$ cat src/rtl/acc_cpu_param.sv
// Parametrised single-issue accumulator CPU with a register file, a hardware call stack,
// conditional branches on zero/carry, I/O port instructions, HALT and sticky stack faults.
module acc_cpu_param #(
  parameter int DATA_W  = 8,
  parameter int PC_W    = 5,
  parameter int REG_N   = 8,
  parameter int STACK_D = 4
) (
  input  logic              i_clk,
  input  logic              i_rst,
  input  logic              i_ce,
  output logic [PC_W-1:0]   o_pc_addr,
  input  logic [15:0]       i_instr,
  input  logic [DATA_W-1:0] i_in,
  output logic [DATA_W-1:0] o_out,
  output logic              o_out_valid,
  output logic [DATA_W-1:0] o_acc,
  output logic              o_carry,
  output logic              o_zero,
  output logic              o_halted,
  output logic              o_error
);
  localparam int RN_W = $clog2(REG_N);
  localparam int SP_W = $clog2(STACK_D + 1);
  localparam int SI_W = (STACK_D > 1) ? $clog2(STACK_D) : 1;
  localparam logic [SP_W-1:0] SP_FULL = SP_W'(STACK_D);

  typedef enum logic [3:0] {
    OP_NOP, OP_LDI, OP_LDR, OP_STR, OP_ADD, OP_ADC, OP_SUB, OP_AND,
    OP_OR,  OP_XOR, OP_IN,  OP_OUT, OP_JMP, OP_JZ,  OP_JC,  OP_SYS
  } op_e;

  logic [PC_W-1:0]                pc, pc_inc, pc_n;
  logic [DATA_W-1:0]              acc, acc_n, out_q;
  logic                           carry, c_n, zero, out_valid, halted, error;
  logic [SP_W-1:0]                sp;
  logic [REG_N-1:0][DATA_W-1:0]   regs;
  logic [STACK_D-1:0][PC_W-1:0]   stack;

  op_e               op;
  logic [11:0]       operand;
  logic [RN_W-1:0]   rn;
  logic [DATA_W-1:0] imm, rv;
  logic [PC_W-1:0]   target;
  logic [SI_W-1:0]   top_idx, push_idx;
  logic [DATA_W:0]   sum;
  logic              acc_we, reg_we, out_we, push, pop, halt_set, fault, exec;
  logic              unused_operand_bits;

  assign op        = op_e'(i_instr[15:12]);
  assign operand   = i_instr[11:0];
  assign rn        = operand[RN_W-1:0];
  assign imm       = operand[DATA_W-1:0];
  assign target    = operand[PC_W-1:0];
  assign rv        = regs[rn];
  assign pc_inc    = pc + PC_W'(1);
  assign top_idx   = SI_W'(sp - SP_W'(1));
  assign push_idx  = SI_W'(sp);
  assign exec      = i_ce & ~halted;
  assign unused_operand_bits = ^operand;

  always_comb begin
    pc_n     = pc_inc;
    acc_n    = acc;
    c_n      = carry;
    sum      = '0;
    acc_we   = 1'b0;
    reg_we   = 1'b0;
    out_we   = 1'b0;
    push     = 1'b0;
    pop      = 1'b0;
    halt_set = 1'b0;
    fault    = 1'b0;
    case (op)
      OP_LDI: begin acc_n = imm; acc_we = 1'b1; end
      OP_LDR: begin acc_n = rv;  acc_we = 1'b1; end
      OP_STR: reg_we = 1'b1;
      OP_ADD, OP_ADC: begin
        sum    = {1'b0, acc} + {1'b0, rv} + {{DATA_W{1'b0}}, (op == OP_ADC) & carry};
        acc_n  = sum[DATA_W-1:0];
        c_n    = sum[DATA_W];
        acc_we = 1'b1;
      end
      OP_SUB: begin acc_n = acc - rv; c_n = (acc < rv); acc_we = 1'b1; end
      OP_AND: begin acc_n = acc & rv; c_n = 1'b0; acc_we = 1'b1; end
      OP_OR:  begin acc_n = acc | rv; c_n = 1'b0; acc_we = 1'b1; end
      OP_XOR: begin acc_n = acc ^ rv; c_n = 1'b0; acc_we = 1'b1; end
      OP_IN:  begin acc_n = i_in; acc_we = 1'b1; end
      OP_OUT: out_we = 1'b1;
      OP_JMP: pc_n = target;
      OP_JZ:  if (zero)  pc_n = target;
      OP_JC:  if (carry) pc_n = target;
      OP_SYS: begin
        case (operand[11:10])
          2'b00: if (sp == SP_FULL) fault = 1'b1;
                 else begin push = 1'b1; pc_n = target; end
          2'b01: if (sp == '0) fault = 1'b1;
                 else begin pop = 1'b1; pc_n = stack[top_idx]; end
          2'b10: begin halt_set = 1'b1; pc_n = pc; end
          default: ;
        endcase
      end
      default: ;
    endcase
    // a stack fault parks the core on the offending instruction
    if (fault) begin
      halt_set = 1'b1;
      pc_n     = pc;
    end
  end

  always_ff @(posedge i_clk or posedge i_rst) begin
    if (i_rst) begin
      pc        <= '0;
      acc       <= '0;
      carry     <= 1'b0;
      zero      <= 1'b1;
      out_q     <= '0;
      out_valid <= 1'b0;
      halted    <= 1'b0;
      error     <= 1'b0;
      sp        <= '0;
      regs      <= '0;
      stack     <= '0;
    end else begin
      out_valid <= 1'b0;
      if (exec) begin
        pc    <= pc_n;
        carry <= c_n;
        if (acc_we) begin
          acc  <= acc_n;
          zero <= (acc_n == '0);
        end
        if (reg_we) regs[rn] <= acc;
        if (out_we) begin
          out_q     <= acc;
          out_valid <= 1'b1;
        end
        if (push) begin
          stack[push_idx] <= pc_inc;
          sp              <= sp + SP_W'(1);
        end
        if (pop)      sp     <= sp - SP_W'(1);
        if (halt_set) halted <= 1'b1;
        if (fault)    error  <= 1'b1;
      end
    end
  end

  assign o_pc_addr   = pc;
  assign o_acc       = acc;
  assign o_carry     = carry;
  assign o_zero      = zero;
  assign o_out       = out_q;
  assign o_out_valid = out_valid;
  assign o_halted    = halted;
  assign o_error     = error;
endmodule

$ cat config.mk
export PLATFORM = sky130hd
export DESIGN_NAME = acc_cpu_param
export DESIGN_NICKNAME = d
export VERILOG_FILES = /design/src/rtl/acc_cpu_param.sv
export SDC_FILE = /design/constraint.sdc
export NUM_CORES = 1
export LEC_CHECK = 0
export BUFFER_PORTS_ARGS = -buffer_cell sky130_fd_sc_hd__buf_2
export CAP_MARGIN = 20
export CORE_MARGIN = 2
export CORE_UTILIZATION = 35
export CTS_BUF_LIST = sky130_fd_sc_hd__clkbuf_4 sky130_fd_sc_hd__clkbuf_8
export DETAILED_ROUTE_END_ITERATION = 8
export REMOVE_ABC_BUFFERS = 1
export SLEW_MARGIN = 20
export SYNTH_ARGS = -nofsm -noshare
export SYNTH_HDL_FRONTEND = slang
export SYNTH_SLANG_ARGS = --single-unit
$ cat constraint.sdc
create_clock -name i_clk -period 4 [get_ports i_clk]
set_clock_uncertainty 0.05 [all_clocks]
set_input_delay 0 -clock i_clk [delete_from_list [all_inputs] [get_ports i_clk]]
set_output_delay 0 -clock i_clk [all_outputs]
set_load 0.005 [all_outputs]
== Yosys cells after proc, flatten, opt, wreduce, memory -nomap -nowiden ==
Index checks and enable logic that the tools add are counted.

* Register bits: 113
* Word-level logic and storage cells: 116
* Output and inout port bits: 26

* Equality and inequality tests: 19
* Reductions and logical operators: 19
* Add/sub/neg operators: 6
* Bitwise gates (word level): 7
* Muxes and demuxes: 38
* Order comparisons: 6

{| class="wikitable"
|+ Operators with widths
! operator !! number
|-
| $bwmux W64 || 1
|-
| $pmux W8 S8 || 1
|-
| $eq A4 B4 Y1 const B || 8
|-
| $mux W5 || 6
|-
| $bmux W8 S3 || 1
|-
| $demux W8 S3 || 1
|-
| $bwmux W20 || 1
|-
| $pmux W5 S4 || 1
|-
| $mux W1 || 17
|-
| $eq A4 B3 Y1 const B || 4
|-
| $mux W8 || 2
|-
| $reduce_and A2 Y1 || 8
|-
| $pmux W5 S3 || 1
|-
| $bmux W5 S2 || 1
|-
| $demux W5 S2 || 1
|-
| $add A8 B8 Y9 || 1
|-
| $add A9 B1 Y9 || 1
|-
| $reduce_or A9 Y1 || 1
|-
| $and A8 B8 Y8 || 1
|-
| $eq A4 B2 Y1 const B || 2
|-
| $logic_not A8 Y1 || 1
|-
| $lt A8 B8 Y1 || 1
|-
| $or A8 B8 Y8 || 1
|-
| $sub A8 B8 Y8 || 1
|-
| other kinds (26) || 31
|}

== Depth between registers and ports, before layout ==
Gate-level depths: netlist (run 1).

* Depth in word-level cells: 6
* Mapped depth: 15
* Depth with buffers taken out: 13

== Worst setup path after synthesis (run 1) ==
No wires, ideal clock.

* Path kind: flip-flop to flip-flop
* Start point: register regs[56] in the netlist's numbering
* End point: register carry, in the netlist o_carry
* Path slack: 0.958 ns
* Arrival: 2.862 ns
* Cell stages (with the launch flop): 13
* Clock period less this slack: 3.042 ns
* Buffers on the path: 0
* Required time: 3.819 ns
* Path through: dfrtp_1 -> mux4_2 -> mux2i_1 -> fa_1 -> inv_1 -> fa_1 -> a211o_1 -> a31oi_1 -> o21bai_1 -> a21o_1 -> a21oi_1 -> o32a_1 -> o21ai_0

* Word-level cells in the longest chain between the ends: 5

{| class="wikitable"
|+ Ends and longest elaborated chain
! item !! line !! source
|-
| from (decl) || 37 || <nowiki>logic [REG_N-1:0][DATA_W-1:0] regs;</nowiki>
|-
| from (signal assigned) || 123 || <nowiki>regs <= '0;</nowiki>
|-
| from (signal, indexed assignment) || 134 || <nowiki>if (reg_we) regs[rn] <= acc;</nowiki>
|-
| $bmux W8 S3 * || 55 || <nowiki>assign rv = regs[rn];</nowiki>
|-
| $mux W8 (implied by the code) * || 55 ||
|-
| $add A8 B8 Y9 || 79 || <nowiki>sum = {1'b0, acc} + {1'b0, rv} + {{DATA_W{1'b0}}, (op == OP_ADC) & carry};</nowiki>
|-
| $add A9 B1 Y9 || 79 ||
|-
| $pmux W1 S3 * || 74 || <nowiki>case (op)</nowiki>
|-
| to (signal assigned) || 129 || <nowiki>carry <= c_n;</nowiki>
|-
| to (decl) || 35 || <nowiki>logic carry, c_n, zero, out_valid, halted, error;</nowiki>
|}

Mark *: on every way between the ends. The rest lies on a longest branch, timed or not. The select of a mux whose other input is x is not followed.
A chain may end at the register's enable or synchronous reset.

== Final worst setup path (run 1) ==
* Start point: register regs[48] in the netlist's numbering
* End point: register zero, in the netlist o_zero

* Word-level cells in the longest chain between the ends: 6

{| class="wikitable"
|+ Ends and longest elaborated chain
! item !! line !! source
|-
| $bmux W8 S3 * || 55 ||
|-
| $mux W8 (implied by the code) * || 55 ||
|-
| $add A8 B8 Y9 || 79 ||
|-
| $add A9 B1 Y9 || 79 ||
|-
| $pmux W8 S8 * || 74 ||
|-
| $logic_not A8 Y1 * || 132 || <nowiki>zero <= (acc_n == '0);</nowiki>
|-
| to (signal assigned) || 132 ||
|-
| to (decl) || 35 ||
|}

Marks and branches as above.

==> summary.txt, run 1 <==
STA
  • Final Max Slew Viols: 0
  • Worst slew margin relative to its limit: approximately half
  • WHS: just under 0.04 ns
  • RSZ-0062 raised after global routing: no
  • TNS Setup: 0 ns
  • Setup violators final: 0
  • Fmax achieved: about 0.30 GHz
  • Final hold viol count: 0
  • Worst-margin pin slew: approximately 0.77 ns
  • Final Cycle Share: 84.7%
  • Min cycle time layout: around 3.4 ns
  • Setup ws final: roughly 0.61 ns

Placed design
  • DP HPWL: ~13000 um
  • GPL Wtd Cong: just under 0.9
  • Dpl ws: roughly 0.46 ns
  • Port Buffers: 50

Power
  • Share of power burned in registers: between 40 and 50%
  • Power per cell area: about 480 nW/um^2
  • NetSw: around 1.3 mW
  • Pleak: between 3 and 4 nW
  • Internal Dissipation: approximately 2.3 mW
  • Sw Share: between 30% and 40%
  • Clk network pwr share: roughly 31%
  • Gate power share: 28.0%
  • VDD IR max: 0.000375 V

Die
  • Total core area: 18800 sq um
  • Die Span Y: around 140 um
  • Initial core utilization: 35.7%
  • Die Area: between 20000 and 25000 sq um
  • Num rows: 50
  • Die W: approximately 140 um
  • # IOs: 53

Worst setup path
  • WP data required: between 4 and 5 ns
  • Crit path max fanout: 4
  • CP startpoint kind: flop
  • Worst-path cell chain: mux4_2, mux2i_1, buf_4, fa_1, inv_1, fa_1, or3b_2, a21oi_1, o21ai_0, o2111ai_1, nor3_1, nand3_1, o22ai_1
  • Buf/Inv on CP: 2
  • CP max stage delay: between 0.5 and 0.6 ns
  • Worst EP arrival: between 3 and 4 ns
  • Crit. Startpoint: regs[48]
  • Worst R2R Setup Slack: ~0.61 ns
  • Reg2Reg Launch Point: regs[48]
  • WS Path Type: flop to flop
  • Crit path to: o_zero
  • Worst R2R End: o_zero
  • Cells on worst reg2reg path: 13
  • CP delay by family, top: simple AND/OR/NAND/NOR gates
  • Crit end category: flop
  • Crit-path slowest cell: mux4_2
  • CP most frequent cell: fa_1
  • CP Depth: 13

Logic synthesis
  • Simple-gate share of the synthesized area: 13.6%
  • Post-synth ARST share: 100%
  • Post-synth top area cell: dfrtp_1
  • Yosys reg bits: ~110
  • Synth Area in Compound Gates: 15.3%
  • Sequential cell area fraction in the yosys report: 42.2%
  • Netlist cell types: 68
  • Syn Inst Count: between 600 and 700
  • Mean Syn Cell Area: 10.5 sq um
  • Post-synthesis adder-cell area fraction: under 10%
  • Multiplexer share of the synthesized area: 16.2%
  • Synth top area share: 41.8%
  • Ys Warns: 0
  • Post-Synth XOR/XNOR Area: between 1 and 1.5%
  • Primary FF master, synth: dfrtp_1
  • Synth area leaders: dfrtp_1 (42%), mux2_2 (8.1%), mux4_2 (7.1%), ha_1 (6.5%), o21ai_0 (5.4%)
  • Cell Area, Synth: between 6000 and 7000 sq um
  • Largest family of logic cells by synthesized area: multiplexers
  • EDFF count, synth: 0

Finish
  • Diode count: 0
  • Layout Utilization: about two fifths
  • Fill cell count: 1824
  • Final net count: 757
  • Layout area overhead: 14.0%
  • Share of layout cells above drive strength 1: between 20% and 30%

GRT
  • Initial antenna violation count: 0
  • Total global-route track usage: between 10% and 20%
  • Largest net degree at the start of global routing: 53
  • First-pass GRT wire length: ~29000 um
  • GRT Residual Overflow: 0
  • Vias in the first global route: 5114

Clock network
  • CTS Root Buffer Type: clkbuf_8
  • Clock slew at reported path FFs: approximately 0.08 ns
  • CTS tree: done
  • Worst skew pair latency: between 0.4 and 0.5 ns
  • H-tree levels: 4
  • Num CTS Buffers: 17
  • Sinks on Clock Net: around 110
  • Deepest clock path buffer count: 2

Outcome
  • Status: finished, final reports clean

Drt
  • 1st-iter DRT viols: slightly below 400
  • Antenna Nets Post-Route: 0
  • Total wire length: around 18000 um
  • Via-to-Cell Ratio: between 5 and 6
  • WL per Instance: 19.5 um
  • Via Count: 5126
  • DR DRC count: 0
  • TritonRoute pass-1 iters: 7

Run
  • Max_cap viols: 0

Worst hold path
  • Worst Hold Class: primary input to flop
## synth_stat cells, drive strengths merged, types with 8 or more instances
library cell and instances:
clkbuf 16, ha 35, mux4 21, a22o 8, o21ai 72, a21oi 22, buf 18, mux2 48
inv 30, dfrtp 112, nand3 10, nand2 74, nor2b 14, nor2 27, nor3 14
## metrics by stage
step,total power [mW],cells,cell area (sq um)
after CTS,3.70,939,7650
after floorplan,2.17,605,6540
after global routing,3.91,939,7650
final,3.67,939,7650
after global placement,2.54,902,7190
after detailed placement,2.56,902,7190
## flip-flops by register name, indices dropped and copies added (netlist names)
signal       cells
regs            64
o_carry          1
stack           20
o_zero           1
o_pc_addr        5
o_out            8
sp               3
o_error          1
o_out_valid      1
o_acc            8
o_halted         1
## layout make-up
cell class	instances	area, sq um	area share [%]
flip-flops and latches	113	2830	37.0
well taps	234	293	3.83
clock buffers	17	234	3.06
repair buffers	68	398	5.20
inverters	30	115	1.51
clock inverters	15	173	2.26
multi-input cells	462	3600	47.1
## repair_timing
item / in CTS / in global routing
hold endpoints to repair: 55 / 0
setup buffers: 0 / 0
hold buffers: 5 / 0
gates resized for setup: 0 / 0
## worst reg2reg max path, cell delays in order, from the launching register on
cell and delay, ns:
dfrtp_1 0.38, mux4_2 0.51, mux2i_1 0.16, buf_4 0.17, fa_1 0.24, inv_1 0.07, fa_1 0.44, or3b_2 0.47
a21oi_1 0.19, o21ai_0 0.10, o2111ai_1 0.16, nor3_1 0.10, nand3_1 0.18, o22ai_1 0.11
## worst min path at each step
stage,start,endpoint,slack (ns),cells past startpoint
after floorplan,i_instr[11],o_error,0.05,1
after global placement,i_rst,o_out[0],0.11,2
after detailed placement,i_rst,o_out[0],0.11,2
after CTS,i_instr[10],o_halted,0.02,4
after global routing,i_instr[10],o_halted,0.06,4
final,i_instr[10],o_halted,0.04,4
## layer usage
layer  wire [um]  vias up  track usage (%)
met5           0        -                0
li1            -     2429                -
met1        8880     2529             27.3
met4         272        0             5.16
met3         946       18             4.44
met2        8240      150             29.6
## cells by family after synthesis
family          after synthesis
flops                       113
simple gates                176
xor+xnor                      9
fa+ha+maj                    38
buf+inv                      64
mux                          76
compound gates              163
## power groups by stage
| stage | clock network [mW] | registers (mW) | logic [mW] |
|---|---|---|---|
| after floorplan | 0 | 1.48 | 0.692 |
| after global placement | 0 | 1.54 | 1.01 |
| final | 1.13 | 1.52 | 1.03 |
| after detailed placement | 0 | 1.54 | 1.02 |
| after CTS | 1.15 | 1.52 | 1.03 |
| after global routing | 1.21 | 1.55 | 1.15 |
## placed cells by master, fill, tap and decap left out, drive strengths merged, types with 3 or more instances in the layout
master	n
clkinv	3
nand3	10
nor3	14
clkbuf	17
clkinvlp	3
xor2	3
mux2i	7
nand2	74
a31oi	7
nor2	27
a221oi	3
dfrtp	112
o32ai	3
mux2	48
fa	3
inv	37
o21bai	4
or3b	3
nor3b	5
and2	3
xnor2	6
o21ai	72
a21oi	22
nor4b	3
nand3b	6
or3	3
dlygate4sd3	5
a21o	4
buf	63
a22oi	7
mux4	21
nor2b	14
o2111ai	3
a22o	8
ha	35
o221ai	6
nand2b	7
a211oi	4
No activity file was read; power rests on OpenSTA's default activity.
==> inputs of run 2 (changes only) <==
--- a/config.mk
+++ b/config.mk
@@ -5,6 +5,7 @@
 export SDC_FILE = /design/constraint.sdc
 export NUM_CORES = 1
 export LEC_CHECK = 0
+export ABC_AREA = 1
 export BUFFER_PORTS_ARGS = -buffer_cell sky130_fd_sc_hd__buf_2
 export CAP_MARGIN = 20
 export CORE_MARGIN = 2
==> constraint.sdc (replaced) <==
create_clock -name i_clk -period 3.25 [get_ports i_clk]
set_clock_uncertainty 0.05 [all_clocks]
set_input_delay 0 -clock i_clk [delete_from_list [all_inputs] [get_ports i_clk]]
set_output_delay 0 -clock i_clk [all_outputs]
set_load 0.005 [all_outputs]
==> run 2 against run 1 <==
- synthesized cell count rose by 54%
- die area rose by 4.4%
- non-clock buffer count rose by 6
- worst setup slack got worse by 0.21 ns
- critical path type is now primary input to flop
==> summary.txt, run 2 <==
Outcome
  • Status: finished, final reports clean

Run
  • Max_cap viols: 0

Drt
  • TritonRoute pass-1 iters: 7
  • Total wire length: 19700 um
  • WL per Instance: around 15 um
  • Via Count: about 6400
  • Antenna Nets Post-Route: 0
  • Via-to-Cell Ratio: between 4 and 5
  • 1st-iter DRT viols: roughly 440
  • DR DRC count: 0

STA
  • Final hold viol count: 0
  • Final Cycle Share: 87.7%
  • Worst-margin pin slew: ~0.77 ns
  • Worst slew margin relative to its limit: roughly half
  • Min cycle time layout: 2.85 ns
  • RSZ-0062 raised after global routing: no
  • Setup ws final: between 0.3 and 0.4 ns
  • TNS Setup: 0 ns
  • Final Max Slew Viols: 0
  • WHS: about 0.038 ns
  • Setup violators final: 0
  • Fmax achieved: 0.351 GHz

Die
  • Die Span Y: about 150 um
  • Die Area: roughly 21000 sq um
  • Num rows: 51
  • Die W: around 150 um
  • Total core area: 19500 sq um
  • Initial core utilization: roughly 36%
  • # IOs: between 50 and 60

GRT
  • Largest net degree at the start of global routing: a little over 60
  • First-pass GRT wire length: ~32000 um
  • Total global-route track usage: between 10% and 20%
  • GRT Residual Overflow: 0
  • Vias in the first global route: 6055
  • Initial antenna violation count: 0

Finish
  • Biggest regs: regs x64, stack x20
  • Max reg flops: 64
  • Layout area overhead: 14.7%
  • Share of layout cells above drive strength 1: about 12%
  • Diode count: 0
  • Final net count: 1108
  • Commonest non-fill, non-tap cell in the layout: nand2_1
  • Fill cell count: around 2000
  • Most flop-heavy register: regs
  • Leading cell types in the layout, fill and taps excluded: nand2_1 (304), o21ai_0 (123), dfrtp_1 (112)

Placed design
  • DP HPWL: 14500 um
  • Dpl ws: 0.342 ns
  • Port Buffers: 50
  • GPL Wtd Cong: approximately 0.9

Clock network
  • CTS Root Buffer Type: clkbuf_8
  • Num CTS Buffers: 17
  • Setup bufs post-CTS: 0
  • Deepest clock path buffer count: 2
  • CTS tree: done
  • Sinks on Clock Net: ~110
  • H-tree levels: 4
  • Worst skew pair latency: ~0.45 ns
  • Clock slew at reported path FFs: ~0.07 ns

Power
  • Gate power share: between 30% and 40%
  • NetSw: approximately 1.7 mW
  • Internal Dissipation: 2.89 mW
  • Power per cell area: about 580 nW/um^2
  • Clk network pwr share: a little under 30%
  • Sw Share: between 30% and 40%
  • Share of power burned in registers: 38.4%
  • VDD IR max: about 0.00023 V
  • Pleak: slightly above 4 nW
  • PnR Total Power: 4.63 mW

Logic synthesis
  • EDFF count, synth: 0
  • Post-synth ARST share: 100%
  • Synth Area in Compound Gates: 13.1%
  • Largest family of logic cells by synthesized area: simple AND/OR/NAND/NOR gates
  • Primary FF master, synth: dfrtp_1
  • Post-synthesis adder-cell area fraction: 7.10%
  • Netlist cell types: 38
  • Sequential cell area fraction in the yosys report: 40.4%
  • Cell Area, Synth: 7010 sq um
  • Count leader, synth: nand2_1
  • Post-synth top cells: nand2_1 (304), o21ai_0 (123), inv_1 (113)
  • Syn Inst Count: 983
  • Multiplexer share of the synthesized area: 0%
  • Post-Synth XOR/XNOR Area: less than 1%
  • Post-synth top area cell: dfrtp_1
  • Synth top area share: about two fifths
  • Synth area leaders: dfrtp_1 (40%), nand2_1 (16%), o21ai_0 (8.8%), ha_1 (6.2%), inv_1 (6.1%)
  • Mean Syn Cell Area: around 7.1 sq um
  • Simple-gate share of the synthesized area: slightly below 30%
  • Ys Warns: 0
  • Yosys reg bits: around 110

Worst setup path
  • WP data required: about 3.6 ns
  • CP startpoint kind: primary input
  • Crit path max fanout: 7
  • WS Path Type: primary input to flop
  • Crit end category: flop
  • Worst EP arrival: ~3.2 ns

Worst hold path
  • Worst Hold Class: primary input to flop
==> run 2: cell count changes after synthesis, moves of 8 or more <==
| cell | previous run | this run |
|---|---|---|
| inv_1 | 30 | 113 |
| nor3_1 | 12 | 4 |
| nand3_1 | 9 | 80 |
| a22o_1 | 8 | 0 |
| nand2_1 | 74 | 304 |
| o21ai_0 | 72 | 123 |
| mux4_2 | 21 | 0 |
| nor2b_1 | 13 | 0 |
| mux2_2 | 48 | 0 |
| nor2_1 | 26 | 82 |
==> run 2: metal layers <==
| metal | GRT usage, % | wire length, um |
|---|---|---|
| met5 | 0 | 0 |
| met2 | 31.4 | 9140 |
| met1 | 26.2 | 9270 |
| met4 | 6.62 | 466 |
| met3 | 3.39 | 835 |
==> run 2: power by group through the flow <==
stage / clock [mW] / sequential (mW) / combinational, mW
floorplan: 0 / 1.78 / 0.945
global placement: 0 / 1.80 / 1.48
detailed placement: 0 / 1.80 / 1.49
CTS: 1.37 / 1.78 / 1.51
global route: 1.44 / 1.81 / 1.72
finish: 1.34 / 1.78 / 1.51
==> run 2: metrics by stage <==
stage	cell area, sq um	util [%]	cells
4_1_cts	8020	41.1	1320
6_report	8040	41.2	1320
5_1_grt	8040	41.2	1320
3_5_place_dp	7550	38.7	1281
2_1_floorplan	6830	-	950
3_3_place_gp	7550	38.7	1281
==> run 2: critical path: stages <==
cell and delay (ns):
dlygate4sd3_1 0.54, clkbuf_4 0.23, nand2_1 0.13, inv_2 0.15, nand3_1 0.14, nand2_1 0.11
nor2_1 0.08, inv_1 0.08, ha_1 0.14, inv_1 0.06, fa_1 0.42, or2_2 0.31
nand3_1 0.08, nand3_1 0.06, nor2_1 0.12, nand2_1 0.07, nor2_1 0.12, nand3_1 0.08
nor2_1 0.12, nand3_1 0.08, nand2_1 0.07
==> run 2: final timing paths <==
check,depth (start not counted),slack [ns],from,to
hold / removal,7,0.04,i_in[1],o_acc[1]
hold reg to reg,1,0.40,o_error,o_error
setup reg to reg,16,0.43,regs[36],o_zero
setup / recovery,21,0.40,i_instr[2],o_zero
max in group asynchronous,4,2.15,i_rst,o_zero
min in group asynchronous,3,0.20,i_rst,stack[13]
==> run 2: cell type report <==
class	count	area [sq um]	area share (%)
sequential	113	2830	35.2
multi-input combinational	717	3570	44.3
clock buffer	22	290	3.61
inverter	120	453	5.63
timing repair buffer	74	465	5.79
clock inverter	9	106	1.32
tap	265	332	4.12
==> run 2: kinds of logic after synthesis <==
group	Yosys count
AND/OR/NAND/NOR	501
XOR/XNOR	6
adder cells (fa/ha/maj)	38
flip-flops	113
buffers and inverters	153
AO/OA/AOI/OAI	172
==> run 2: what timing repair did <==
item                                    CTS  global route
hold buffers                              8             0
resized for setup                         0             5
endpoints found under the setup margin    0             1
endpoints found under the hold margin    66             0
